`src/rtl/seven_segments_rx.sv`:
```
`default_nettype none
// +--------------------------------------------------------------------------+
// | Module  : seven_segments_rx                                              |
// | Brief   : Recovers two stable active-high digit patterns from a          |
// |           multiplexed active-low seven-segment bus. Optional glyph       |
// |           decoder enabled by defining SEV_SEG_RX_DECODE_EN.              |
// | Revision: 1.0                                                            |
// +--------------------------------------------------------------------------+
module seven_segments_rx #(
  parameter int STABLE_COUNT = 4,
  parameter int SETTLE       = 0,
  parameter int TIMEOUT      = 100000
) (
  input  logic       i_clock,
  input  logic       i_reset,
  input  logic [6:0] i_sev_segments,
  input  logic       i_sev_seg_cathode,
  output logic [6:0] o_segments_digit_0,
  output logic [6:0] o_segments_digit_1,
  output logic       o_update,
  output logic       o_link_active
`ifdef SEV_SEG_RX_DECODE_EN
  ,
  output logic [3:0] o_hex_digit_0,
  output logic [3:0] o_hex_digit_1,
  output logic [1:0] o_hex_valid
`endif
);

  localparam int c_run_w = $clog2(STABLE_COUNT + 1);
  localparam int c_set_w = (SETTLE > 0) ? $clog2(SETTLE + 1) : 1;
  localparam int c_tmo_w = $clog2(TIMEOUT + 1);
  localparam logic [c_run_w-1:0] c_run_max = c_run_w'(STABLE_COUNT);
  localparam logic [c_tmo_w-1:0] c_tmo_max = c_tmo_w'(TIMEOUT);

  logic [6:0] seg_meta_q, seg_meta_d, seg_sync_q, seg_sync_d;
  logic       cath_meta_q, cath_meta_d, cath_sync_q, cath_sync_d;
  logic       phase_prev_q, phase_prev_d;
  logic [c_set_w-1:0] settle_q, settle_d;
  logic [6:0]         cand_q [2];
  logic [6:0]         cand_d [2];
  logic [c_run_w-1:0] run_q  [2];
  logic [c_run_w-1:0] run_d  [2];
  logic [6:0]         out_q  [2];
  logic [6:0]         out_d  [2];
  logic               update_q, update_d;
  logic [c_tmo_w-1:0] tmo_q, tmo_d;
  logic               link_q, link_d;

  logic [6:0] sample;
  logic       phase;
  logic       phase_edge;
  logic       keep;

  always_comb begin
    seg_meta_d   = i_sev_segments;
    seg_sync_d   = seg_meta_q;
    cath_meta_d  = i_sev_seg_cathode;
    cath_sync_d  = cath_meta_q;
    sample       = ~seg_sync_q;
    phase        = cath_sync_q;
    phase_edge   = phase ^ phase_prev_q;
    phase_prev_d = phase;
  end

  // The transition-cycle sample counts as the first of the SETTLE discarded ones.
  always_comb begin
    settle_d = settle_q;
    keep     = 1'b1;
    if (phase_edge) begin
      if (SETTLE > 0) begin
        settle_d = c_set_w'(SETTLE - 1);
        keep     = 1'b0;
      end
    end else if (settle_q != '0) begin
      settle_d = settle_q - c_set_w'(1);
      keep     = 1'b0;
    end
  end

  // Digit 0 is on the bus while the cathode is high; each digit tracks its own run.
  always_comb begin
    for (int d = 0; d < 2; d++) begin
      cand_d[d] = cand_q[d];
      run_d[d]  = run_q[d];
      out_d[d]  = out_q[d];
      if ((run_q[d] == c_run_max) && (cand_q[d] != out_q[d])) begin
        out_d[d] = cand_q[d];
      end
      if (keep && (phase == (d == 0))) begin
        if (sample == cand_q[d]) begin
          if (run_q[d] != c_run_max) begin
            run_d[d] = run_q[d] + c_run_w'(1);
          end
        end else begin
          cand_d[d] = sample;
          run_d[d]  = c_run_w'(1);
        end
      end
    end
    update_d = (out_d[0] != out_q[0]) || (out_d[1] != out_q[1]);
  end

  always_comb begin
    tmo_d  = tmo_q;
    link_d = link_q;
    if (phase_edge) begin
      tmo_d  = '0;
      link_d = 1'b1;
    end else begin
      if (tmo_q != c_tmo_max) begin
        tmo_d = tmo_q + c_tmo_w'(1);
      end
      if (tmo_d == c_tmo_max) begin
        link_d = 1'b0;
      end
    end
  end

  always_ff @(posedge i_clock) begin
    if (i_reset) begin
      seg_meta_q   <= 7'h7F;
      seg_sync_q   <= 7'h7F;
      cath_meta_q  <= 1'b0;
      cath_sync_q  <= 1'b0;
      phase_prev_q <= 1'b0;
      settle_q     <= '0;
      for (int d = 0; d < 2; d++) begin
        cand_q[d] <= '0;
        run_q[d]  <= '0;
        out_q[d]  <= '0;
      end
      update_q <= 1'b0;
      tmo_q    <= '0;
      link_q   <= 1'b0;
    end else begin
      seg_meta_q   <= seg_meta_d;
      seg_sync_q   <= seg_sync_d;
      cath_meta_q  <= cath_meta_d;
      cath_sync_q  <= cath_sync_d;
      phase_prev_q <= phase_prev_d;
      settle_q     <= settle_d;
      for (int d = 0; d < 2; d++) begin
        cand_q[d] <= cand_d[d];
        run_q[d]  <= run_d[d];
        out_q[d]  <= out_d[d];
      end
      update_q <= update_d;
      tmo_q    <= tmo_d;
      link_q   <= link_d;
    end
  end

  assign o_segments_digit_0 = out_q[0];
  assign o_segments_digit_1 = out_q[1];
  assign o_update           = update_q;
  assign o_link_active      = link_q;

`ifdef SEV_SEG_RX_DECODE_EN
  // Returns {legal, value}; patterns are in gfedcba bit order.
  function automatic logic [4:0] decode_glyph(input logic [6:0] g);
    logic [4:0] r;
    r = 5'd0;
    case (g)
      7'h3F: r = {1'b1, 4'h0};
      7'h06: r = {1'b1, 4'h1};
      7'h5B: r = {1'b1, 4'h2};
      7'h4F: r = {1'b1, 4'h3};
      7'h66: r = {1'b1, 4'h4};
      7'h6D: r = {1'b1, 4'h5};
      7'h7D: r = {1'b1, 4'h6};
      7'h07: r = {1'b1, 4'h7};
      7'h7F: r = {1'b1, 4'h8};
      7'h6F: r = {1'b1, 4'h9};
      7'h77: r = {1'b1, 4'hA};
      7'h7C: r = {1'b1, 4'hB};
      7'h39: r = {1'b1, 4'hC};
      7'h5E: r = {1'b1, 4'hD};
      7'h79: r = {1'b1, 4'hE};
      7'h71: r = {1'b1, 4'hF};
      default: r = 5'd0;
    endcase
    return r;
  endfunction

  logic [3:0] hex0_q, hex0_d, hex1_q, hex1_d;
  logic [1:0] hex_valid_q, hex_valid_d;

  always_comb begin
    {hex_valid_d[0], hex0_d} = decode_glyph(out_q[0]);
    {hex_valid_d[1], hex1_d} = decode_glyph(out_q[1]);
  end

  always_ff @(posedge i_clock) begin
    if (i_reset) begin
      hex0_q      <= '0;
      hex1_q      <= '0;
      hex_valid_q <= '0;
    end else begin
      hex0_q      <= hex0_d;
      hex1_q      <= hex1_d;
      hex_valid_q <= hex_valid_d;
    end
  end

  assign o_hex_digit_0 = hex0_q;
  assign o_hex_digit_1 = hex1_q;
  assign o_hex_valid   = hex_valid_q;
`endif

endmodule
`default_nettype wire

```
`config.mk`:
```
export PLATFORM = sky130hd
export DESIGN_NAME = seven_segments_rx
export DESIGN_NICKNAME = d
export VERILOG_FILES = /design/src/rtl/seven_segments_rx.sv
export SDC_FILE = /design/constraint.sdc
export NUM_CORES = 1
export LEC_CHECK = 0
export ABC_AREA = 1
export CORE_ASPECT_RATIO = 1.5
export CORE_MARGIN = 3
export CORE_UTILIZATION = 57
export DETAILED_ROUTE_END_ITERATION = 7
export PLACE_DENSITY = 0.78
export SLEW_MARGIN = 40
export SYNTH_ARGS = -nofsm -noshare
export SYNTH_HDL_FRONTEND = slang
export SYNTH_SLANG_ARGS = --single-unit
```
`constraint.sdc`:
```
create_clock -name i_clock -period 2 [get_ports i_clock]
set_input_delay 0.3 -clock i_clock [delete_from_list [all_inputs] [get_ports i_clock]]
set_output_delay 0.3 -clock i_clock [all_outputs]
set_load 0.01 [all_outputs]
```
==> results of run 1 <==
-- cell families (layout without fill, tap and decap cells) --
family                     Yosys count  count (layout)  share of synthesized area (%)
DFF                                 70              70                          43.31
adders and majority gates            6               6                          2.320
AOI/OAI and AO/OA                   64              64                          10.52
and+or+nand+nor                    199             199                          28.15
xor gates and xnor gates            32              32                          8.662
buffers and inverters               58              94                          7.038
-- sequential cells by signal, indices dropped and copies added, names as in the netlist --
| register | cells |
|---|---|
| tmo_q | 17 |
| cand_q | 14 |
| out_q | 14 |
| seg_meta_q | 7 |
| seg_sync_q | 7 |
| run_q | 6 |
| cath_meta_q | 1 |
| cath_sync_q | 1 |
| o_link_active | 1 |
| o_update | 1 |
| phase_prev_q | 1 |
-- layout make-up --
cell class | instances | area [um2]
Timing Repair Buffer | 29 | 292.8
Sequential cell | 70 | 1401
Fill cell | 481 | 1729
Tap cell | 70 | 87.58
Inverter | 49 | 183.9
Clock buffer | 10 | 127.6
Multi-Input combinational cell | 301 | 1607
Clock inverter | 6 | 62.56
-- metrics by stage --
| stage | util, % | setup WS [ns] | power (mW) | instances |
|---|---|---|---|---|
| after floorplan | - | 0.4767 | 1.827 | 429 |
| after global placement | 65.05 | 0.2426 | 1.903 | 519 |
| after detailed placement | 65.05 | 0.2283 | 1.916 | 519 |
| after CTS | 68.51 | 0.2094 | 3.005 | 535 |
| after global routing | 68.51 | 0.03064 | 3.127 | 535 |
| final | 68.51 | 0.2123 | 2.976 | 535 |
-- how the worst min path moves through the flow --
stage | from | endpoint | cells after the start
final | cath_meta_q | cath_sync_q | 2
after global routing | seg_meta_q[1] | seg_sync_q[1] | 1
after CTS | cath_meta_q | cath_sync_q | 2
after detailed placement | seg_meta_q[1] | seg_sync_q[1] | 1
after global placement | cath_meta_q | cath_sync_q | 2
after floorplan | cath_meta_q | cath_sync_q | 2
-- power groups by stage --
stage	combinational (mW)	sequential, mW	clock (mW)
2_1_floorplan	0.282	1.55	0
3_3_place_gp	0.346	1.56	0
3_5_place_dp	0.354	1.56	0
4_1_cts	0.355	1.53	1.12
5_1_grt	0.402	1.54	1.19
6_report	0.350	1.53	1.10
-- cells in the final DEF, fill, tap and decap left out, types with 2 or more instances in the layout --
cell,instances
sky130_fd_sc_hd__or2_2,14
sky130_fd_sc_hd__a21oi_1,31
sky130_fd_sc_hd__nor3_1,4
sky130_fd_sc_hd__clkinv_1,3
sky130_fd_sc_hd__xnor2_1,13
sky130_fd_sc_hd__ha_1,6
sky130_fd_sc_hd__clkdlybuf4s50_1,25
sky130_fd_sc_hd__nand2_2,4
sky130_fd_sc_hd__inv_1,46
sky130_fd_sc_hd__nand4_1,15
sky130_fd_sc_hd__clkinv_2,3
sky130_fd_sc_hd__clkbuf_8,9
sky130_fd_sc_hd__buf_4,3
sky130_fd_sc_hd__nand3_1,20
sky130_fd_sc_hd__clkinv_4,2
sky130_fd_sc_hd__o21ai_1,4
sky130_fd_sc_hd__nand2_1,63
sky130_fd_sc_hd__o21bai_2,2
sky130_fd_sc_hd__dfxtp_1,70
sky130_fd_sc_hd__nor2_1,67
sky130_fd_sc_hd__o21ai_0,25
sky130_fd_sc_hd__nor2_2,8
sky130_fd_sc_hd__xor2_1,19
-- routing by layer --
layer	up-vias	global-route usage, %	wire [um]
met5	-	0	0
met4	0	7.813	138
met3	11	5.409	173
met2	44	39.68	3678
met1	1245	23.69	2675
li1	1429	-	-
-- worst max-delay path, cell delays in order (launching register included) --
cell and delay [ns]:
sky130_fd_sc_hd__dfxtp_1 0.38, sky130_fd_sc_hd__ha_1 0.22, sky130_fd_sc_hd__nand3_1 0.16, sky130_fd_sc_hd__nor2_2 0.19
sky130_fd_sc_hd__xor2_1 0.20, sky130_fd_sc_hd__nand2_1 0.09, sky130_fd_sc_hd__nor3_1 0.19, sky130_fd_sc_hd__nand3_1 0.11
sky130_fd_sc_hd__nand2_1 0.08, sky130_fd_sc_hd__a21oi_2 0.05
==> impl_results.html, run 1 <==
<table>
<tr><th>Metric</th><th>Value</th></tr>
<tr><th colspan="2">Synthesis</th></tr>
<tr><td>Net count after synthesis</td><td>445</td></tr>
<tr><td>Cell type with the largest total area after synthesis</td><td>sky130_fd_sc_hd__dfxtp_1</td></tr>
<tr><td>Prevailing post-synth register cell</td><td>sky130_fd_sc_hd__dfxtp_1</td></tr>
<tr><td>Top cells by instance count after synthesis</td><td>sky130_fd_sc_hd__dfxtp_1 (70), sky130_fd_sc_hd__nor2_1 (67), sky130_fd_sc_hd__nand2_1 (63)</td></tr>
<tr><td>Library cell with the highest instance count after synthesis</td><td>sky130_fd_sc_hd__dfxtp_1</td></tr>
<tr><td>Post-synth top area share</td><td>a little over two fifths</td></tr>
<tr><td>Gate Count Post-Synth</td><td>429</td></tr>
<tr><td>Async set-or-reset flop fraction in the synthesized netlist</td><td>0%</td></tr>
<tr><td>Yosys warning total</td><td>0</td></tr>
<tr><td>Largest cells by area after synthesis</td><td>sky130_fd_sc_hd__dfxtp_1 (43%), sky130_fd_sc_hd__nor2_1 (7.8%), sky130_fd_sc_hd__nand2_1 (7.3%)</td></tr>
<tr><td>Cell area after technology mapping</td><td>3236 um2</td></tr>
<tr><td>Number of distinct library cells after synthesis</td><td>27</td></tr>
<tr><td>Proportion of synthesized chip area in sequential cells</td><td>43.31%</td></tr>
<tr><td>Count of flip-flops with a built-in enable after synthesis</td><td>0</td></tr>
<tr><td>Number of storage elements in the synthesis netlist</td><td>70</td></tr>
<tr><td>Avg Cell Area, Syn</td><td>roughly 7.5 um2</td></tr>
<tr><th colspan="2">Global routing</th></tr>
<tr><td>Wire length of the first global-routing pass</td><td>11170 um</td></tr>
<tr><td>Total congestion overflow</td><td>0</td></tr>
<tr><td>GRT Util Overall</td><td>21.95%</td></tr>
<tr><td>Antenna violations before repair</td><td>0</td></tr>
<tr><td>Vias in the first global route</td><td>about 2500</td></tr>
<tr><td>Maximum number of pins on one net before global-route repair</td><td>27</td></tr>
<tr><th colspan="2">Power</th></tr>
<tr><td>Cell area power density</td><td>791.0 nW/um2</td></tr>
<tr><td>Fraction of power spent switching nets</td><td>26.46%</td></tr>
<tr><td>Flop pwr share</td><td>51.4%</td></tr>
<tr><td>Share of total power in the clock network</td><td>36.8%</td></tr>
<tr><td>Combinational fraction of design power</td><td>11.7%</td></tr>
<tr><td>Switching power</td><td>787.5 uW</td></tr>
<tr><td>Max IR drop VDD</td><td>557.5 uV</td></tr>
<tr><td>Static leakage</td><td>1.553 nW</td></tr>
<tr><td>Pint</td><td>roughly 2.2 mW</td></tr>
<tr><th colspan="2">Setup path</th></tr>
<tr><td>Launching element type of the critical path</td><td>register</td></tr>
<tr><td>Crit Reg-Reg Endpoint</td><td>o_link_active</td></tr>
<tr><td>Flop-to-flop setup slack</td><td>0.21 ns</td></tr>
<tr><td>Number of cells traversed by the worst register-to-register path</td><td>9</td></tr>
<tr><td>Arr. time, crit path</td><td>2.01 ns</td></tr>
<tr><td>Startpoint of the worst setup timing path</td><td>tmo_q[1]</td></tr>
<tr><td>R2R Path Start</td><td>tmo_q[1]</td></tr>
<tr><td>Capturing instance or port of the critical path</td><td>o_link_active</td></tr>
<tr><td>Crit Path Max Fanout</td><td>4</td></tr>
<tr><td>Setup CP Type</td><td>register to register</td></tr>
<tr><td>Crit path required time</td><td>2.22 ns</td></tr>
<tr><td>Type of destination of the critical path</td><td>register</td></tr>
<tr><th colspan="2">STA</th></tr>
<tr><td>Total count of max-transition violations in the final report</td><td>0</td></tr>
<tr><td>Final Hold Fails</td><td>0</td></tr>
<tr><td>Max-slew headroom at the worst pin</td><td>59.59%</td></tr>
<tr><td>Final period demand of the worst path</td><td>approximately 1.8 ns</td></tr>
<tr><td>Hold WS</td><td>0.4043 ns</td></tr>
<tr><td>Crit share post-route</td><td>89.38%</td></tr>
<tr><td>Setup tns final</td><td>0 ns</td></tr>
<tr><td>Clock tree skew after final layout</td><td>0.006470 ns</td></tr>
<tr><td>Transition at the pin with the smallest max-transition slack</td><td>between 0.6 and 0.7 ns</td></tr>
<tr><td>Maximum clock frequency</td><td>559.4 MHz</td></tr>
<tr><td>Final setup violation count</td><td>0</td></tr>
<tr><td>Unrepaired setup endpoints after global routing</td><td>false</td></tr>
<tr><th colspan="2">CTS</th></tr>
<tr><td>Clock-pin slew on the worst setup and hold paths</td><td>approximately 0.070 ns</td></tr>
<tr><td>Clock buffers created by TritonCTS</td><td>9</td></tr>
<tr><td>Buffer count from post-CTS setup fixing</td><td>0</td></tr>
<tr><td>Deepest clock path buffer count</td><td>2</td></tr>
<tr><td>TritonCTS clock tree</td><td>built</td></tr>
<tr><td>Maximum level of the CTS H-tree</td><td>3</td></tr>
<tr><td>Count of clock tree sinks</td><td>70</td></tr>
<tr><td>Hold buffer count at CTS</td><td>0</td></tr>
<tr><td>Clock root buffer master</td><td>sky130_fd_sc_hd__clkbuf_8</td></tr>
<tr><td>Clock insertion delay at the later pin of the skew report</td><td>0.33 ns</td></tr>
<tr><td>Post_cts resized</td><td>0</td></tr>
<tr><th colspan="2">Drt</th></tr>
<tr><td>Detailed-route DRC error count</td><td>0</td></tr>
<tr><td>Count of vias placed by the detailed router</td><td>2729</td></tr>
<tr><td>Number of antenna-violating nets in the routed design</td><td>0</td></tr>
<tr><td>Via density per instance</td><td>just over 5</td></tr>
<tr><td>Initial DRC count</td><td>123</td></tr>
<tr><td>Aggregate routed wire length</td><td>6667 um</td></tr>
<tr><td>DRT Pass-1 Iters</td><td>4</td></tr>
<tr><td>Detailed-route wire length per cell</td><td>12.46 um</td></tr>
<tr><th colspan="2">Die</th></tr>
<tr><td>Die height</td><td>98.28 um</td></tr>
<tr><td>Full die area</td><td>6635 um2</td></tr>
<tr><td>Starting utilization of the core area</td><td>58.92%</td></tr>
<tr><td>Row Count</td><td>33</td></tr>
<tr><td>IO Count</td><td>26</td></tr>
<tr><td>Width of the chip</td><td>67.52 um</td></tr>
<tr><td>Area of the placeable core</td><td>between 5000 and 6000 um2</td></tr>
<tr><th colspan="2">Layout</th></tr>
<tr><td>Area added between synthesis and finish</td><td>16.28%</td></tr>
<tr><td>Net count reported at finish</td><td>476</td></tr>
<tr><td>Antenna diode count</td><td>0</td></tr>
<tr><td>Cell area after layout</td><td>3762 um2</td></tr>
<tr><td>Share of layout cells above drive strength 1</td><td>10.97%</td></tr>
<tr><th colspan="2">Min path</th></tr>
<tr><td>Type of the tightest min-delay check</td><td>register to register</td></tr>
<tr><th colspan="2">Placed design</th></tr>
<tr><td>Gpl congestion</td><td>0.8193</td></tr>
<tr><td>Final HPWL DP</td><td>5065 um</td></tr>
<tr><td>IO buf count</td><td>25</td></tr>
<tr><td>Dpl cell area</td><td>approximately 3600 um2</td></tr>
<tr><th colspan="2">Outcome</th></tr>
<tr><td>Outcome</td><td>finished, final reports clean</td></tr>
<tr><th colspan="2">Flow run</th></tr>
<tr><td>Max-cap violations</td><td>0</td></tr>
</table>
(Power assumes the default switching activity.)
==> run 2: changes to the inputs <==
- SLEW_MARGIN: 40 -> default
==> results of run 2 <==
The final DEF is identical to that of run 1; final timing and power are the same.
==> run 3: changes to the inputs <==
- PLACE_DENSITY: 0.78 -> 0.85
- SKIP_CTS_REPAIR_TIMING: default -> 1
==> impl_results.html, run 3 (synthesis results as in run 1) <==
<table>
<tr><th>Metric</th><th>Value</th></tr>
<tr><th colspan="2">Placed design</th></tr>
<tr><td>Final HPWL DP</td><td>5339 um (+5.4%)</td></tr>
<tr><td>IO buf count</td><td>25 (unchanged)</td></tr>
<tr><td>Gpl congestion</td><td>0.9403 (+15%)</td></tr>
<tr><td>Dpl cell area</td><td>3575 um2 (about the same)</td></tr>
<tr><th colspan="2">Power</th></tr>
<tr><td>Cell area power density</td><td>810.3 nW/um2 (+2.4%)</td></tr>
<tr><td>Max IR drop VDD</td><td>598.2 uV (+7.3%)</td></tr>
<tr><td>Static leakage</td><td>1.562 nW (+0.55%)</td></tr>
<tr><th colspan="2">STA</th></tr>
<tr><td>Maximum clock frequency</td><td>543.2 MHz (-2.9%)</td></tr>
<tr><td>Hold WS</td><td>0.4088 ns (+0.004477 ns)</td></tr>
<tr><td>Final period demand of the worst path</td><td>1.841 ns (+0.05322 ns)</td></tr>
<tr><td>Total count of max-transition violations in the final report</td><td>0 (unchanged)</td></tr>
<tr><td>Setup tns final</td><td>0 ns (unchanged)</td></tr>
<tr><td>Transition at the pin with the smallest max-transition slack</td><td>0.6787 ns (+0.07326 ns)</td></tr>
<tr><td>Max-slew headroom at the worst pin</td><td>54.70% (-4.9 points)</td></tr>
<tr><td>Clock tree skew after final layout</td><td>0.006325 ns (-0.0001456 ns)</td></tr>
<tr><td>Crit share post-route</td><td>92.05% (+2.7 points)</td></tr>
<tr><td>Final Hold Fails</td><td>0 (unchanged)</td></tr>
<tr><td>Unrepaired setup endpoints after global routing</td><td>false</td></tr>
<tr><td>Final setup violation count</td><td>0 (unchanged)</td></tr>
<tr><th colspan="2">Global routing</th></tr>
<tr><td>Maximum number of pins on one net before global-route repair</td><td>29 (+7.4%)</td></tr>
<tr><td>Vias in the first global route</td><td>2910 (+15%)</td></tr>
<tr><td>Total congestion overflow</td><td>0 (unchanged)</td></tr>
<tr><td>Antenna violations before repair</td><td>0 (unchanged)</td></tr>
<tr><td>GRT Util Overall</td><td>24.10% (+2.2 points)</td></tr>
<tr><td>Wire length of the first global-routing pass</td><td>12290 um (+10%)</td></tr>
<tr><th colspan="2">Flow run</th></tr>
<tr><td>Max-cap violations</td><td>0 (unchanged)</td></tr>
<tr><th colspan="2">Layout</th></tr>
<tr><td>Area added between synthesis and finish</td><td>17.17%</td></tr>
<tr><td>Most common library cell in the layout ignoring fill and taps</td><td>sky130_fd_sc_hd__dfxtp_1</td></tr>
<tr><td>End-of-flow core utilization</td><td>69.04% (+0.52 points)</td></tr>
<tr><td>Largest register FFs</td><td>17 (unchanged)</td></tr>
<tr><td>Leading cell types in the layout, fill and taps excluded</td><td>sky130_fd_sc_hd__dfxtp_1 (70), sky130_fd_sc_hd__nor2_1 (67), sky130_fd_sc_hd__nand2_1 (63), sky130_fd_sc_hd__inv_1 (46), sky130_fd_sc_hd__a21oi_1 (31)</td></tr>
<tr><td>Reg with most FFs</td><td>tmo_q</td></tr>
<tr><td>Share of layout cells above drive strength 1</td><td>11.78% (+0.81 points)</td></tr>
<tr><td>Filler cells</td><td>456 (-5.2%)</td></tr>
<tr><td>Cell area after layout</td><td>3791 um2 (+0.76%)</td></tr>
<tr><td>Net count reported at finish</td><td>478 (+0.42%)</td></tr>
<tr><td>Biggest regs</td><td>tmo_q: 17 flops, cand_q: 14 flops, out_q: 14 flops</td></tr>
<tr><td>Antenna diode count</td><td>0 (unchanged)</td></tr>
<tr><th colspan="2">Setup path</th></tr>
<tr><td>Arr. time, crit path</td><td>2.08 ns (+0.07 ns)</td></tr>
<tr><td>Number of cells traversed by the worst register-to-register path</td><td>12 (+3)</td></tr>
<tr><td>Launching element type of the critical path</td><td>register</td></tr>
<tr><td>Most frequent cell on the critical path</td><td>sky130_fd_sc_hd__nand2_1</td></tr>
<tr><td>Cell class contributing the biggest share of worst-path delay</td><td>simple AND/OR/NAND/NOR gates</td></tr>
<tr><td>Library cell contributing the largest single delay on the critical path</td><td>sky130_fd_sc_hd__dfxtp_1</td></tr>
<tr><td>Crit Path Max Fanout</td><td>4 (unchanged)</td></tr>
<tr><td>Type of destination of the critical path</td><td>register</td></tr>
<tr><td>Setup CP Type</td><td>register to register</td></tr>
<tr><td>Logic depth of the worst setup path including buffers</td><td>12 (+3)</td></tr>
<tr><td>Crit path required time</td><td>2.24 ns (+0.02 ns)</td></tr>
<tr><td>Cell Chain, Critical Path</td><td>ha_1, nand2_1, nor2_2, nand2_2, o21bai_2, nand2_1, nor2_1, nand2_1, nor2_1, nand3_1, nand2_1, a21oi_2</td></tr>
<tr><td>R2R Path Start</td><td>tmo_q[0]</td></tr>
<tr><td>Buffer and inverter count on the worst path</td><td>0 (unchanged)</td></tr>
<tr><td>Startpoint of the worst setup timing path</td><td>tmo_q[0]</td></tr>
<tr><td>Maximum single-stage delay on the critical path</td><td>0.38 ns (about the same)</td></tr>
<tr><th colspan="2">Drt</th></tr>
<tr><td>Number of antenna-violating nets in the routed design</td><td>0 (unchanged)</td></tr>
<tr><td>Via density per instance</td><td>5.270 (+3.3%)</td></tr>
<tr><td>DRT Pass-1 Iters</td><td>5 (+1)</td></tr>
<tr><td>Count of vias placed by the detailed router</td><td>2830 (+3.7%)</td></tr>
<tr><td>Aggregate routed wire length</td><td>7176 um (+7.6%)</td></tr>
<tr><td>Detailed-route DRC error count</td><td>0 (unchanged)</td></tr>
<tr><td>Detailed-route wire length per cell</td><td>13.36 um (+7.2%)</td></tr>
<tr><td>Initial DRC count</td><td>211 (+72%)</td></tr>
<tr><th colspan="2">CTS</th></tr>
<tr><td>Clock-pin slew on the worst setup and hold paths</td><td>0.07 ns (about the same)</td></tr>
<tr><td>Count of clock tree sinks</td><td>70 (unchanged)</td></tr>
<tr><td>Deepest clock path buffer count</td><td>2 (unchanged)</td></tr>
<tr><td>Clock root buffer master</td><td>sky130_fd_sc_hd__clkbuf_8</td></tr>
<tr><td>Maximum level of the CTS H-tree</td><td>3 (unchanged)</td></tr>
<tr><td>Clock buffers created by TritonCTS</td><td>9 (unchanged)</td></tr>
<tr><td>TritonCTS clock tree</td><td>built</td></tr>
<tr><td>Clock insertion delay at the later pin of the skew report</td><td>0.34 ns (about the same)</td></tr>
<tr><th colspan="2">Die</th></tr>
<tr><td>Area of the placeable core</td><td>5492 um2 (unchanged)</td></tr>
<tr><td>Width of the chip</td><td>67.52 um (unchanged)</td></tr>
<tr><td>Starting utilization of the core area</td><td>58.92% (unchanged)</td></tr>
<tr><td>Full die area</td><td>6635 um2 (unchanged)</td></tr>
<tr><td>Row Count</td><td>33 (unchanged)</td></tr>
<tr><td>IO Count</td><td>26 (unchanged)</td></tr>
<tr><td>Die height</td><td>98.28 um (unchanged)</td></tr>
<tr><th colspan="2">Min path</th></tr>
<tr><td>Type of the tightest min-delay check</td><td>register to register</td></tr>
<tr><td>Number of cells on the worst hold path</td><td>2 (unchanged)</td></tr>
<tr><td>Start point of the worst hold path</td><td>cath_meta_q</td></tr>
<tr><th colspan="2">Outcome</th></tr>
<tr><td>Outcome</td><td>finished, final reports clean</td></tr>
</table>
run 3: per-layer routing:
metal	up-vias	part of all wire, %	global-route usage (%)
met2	72	56	42.16
li1	1436	-	-
met5	-	0	0
met3	25	3.8	4.028
met1	1297	36	25.04
met4	0	3.9	16.25
run 3: path summary, 6_finish.rpt:
check,to,slack (ns)
hold / removal,cath_sync_q,0.41
hold reg to reg,cath_sync_q,0.41
setup reg to reg,o_link_active,0.16
setup / recovery,o_link_active,0.16
run 3: final cells by class:
cell class | instances | area, um2 | area share [%]
clock buffer | 11 | 151.4 | 3.993
clock inverter | 5 | 56.30 | 1.485
inverter | 49 | 187.7 | 4.950
multi-input combinational | 301 | 1612 | 42.51
sequential | 70 | 1401 | 36.96
tap | 70 | 87.58 | 2.310
timing repair buffer | 31 | 295.3 | 7.789
run 3: stage by stage:
step | power, mW | worst slack (ns) | std cells
floorplan | 1.827 | 0.4767 | 429
global placement | 1.901 | 0.2424 | 521
detailed placement | 1.923 | 0.2047 | 521
CTS | 3.081 | 0.1857 | 537
global route | 3.217 | 0.03059 | 537
finish | 3.072 | 0.1591 | 537
run 3: worst min-delay path, stage by stage, from the launching register on:
cell and delay, ns:
sky130_fd_sc_hd__dfxtp_1 0.30, sky130_fd_sc_hd__inv_1 0.04, sky130_fd_sc_hd__nor2_1 0.03
run 3: power by group:
part,total (mW),leakage (nW),internal (mW),switching [mW]
Sequential,1.54,0.571,1.46,0.0751
Combinational,0.369,0.885,0.156,0.213
Clock,1.17,0.106,0.644,0.524
Total,3.07,1.56,2.26,0.812
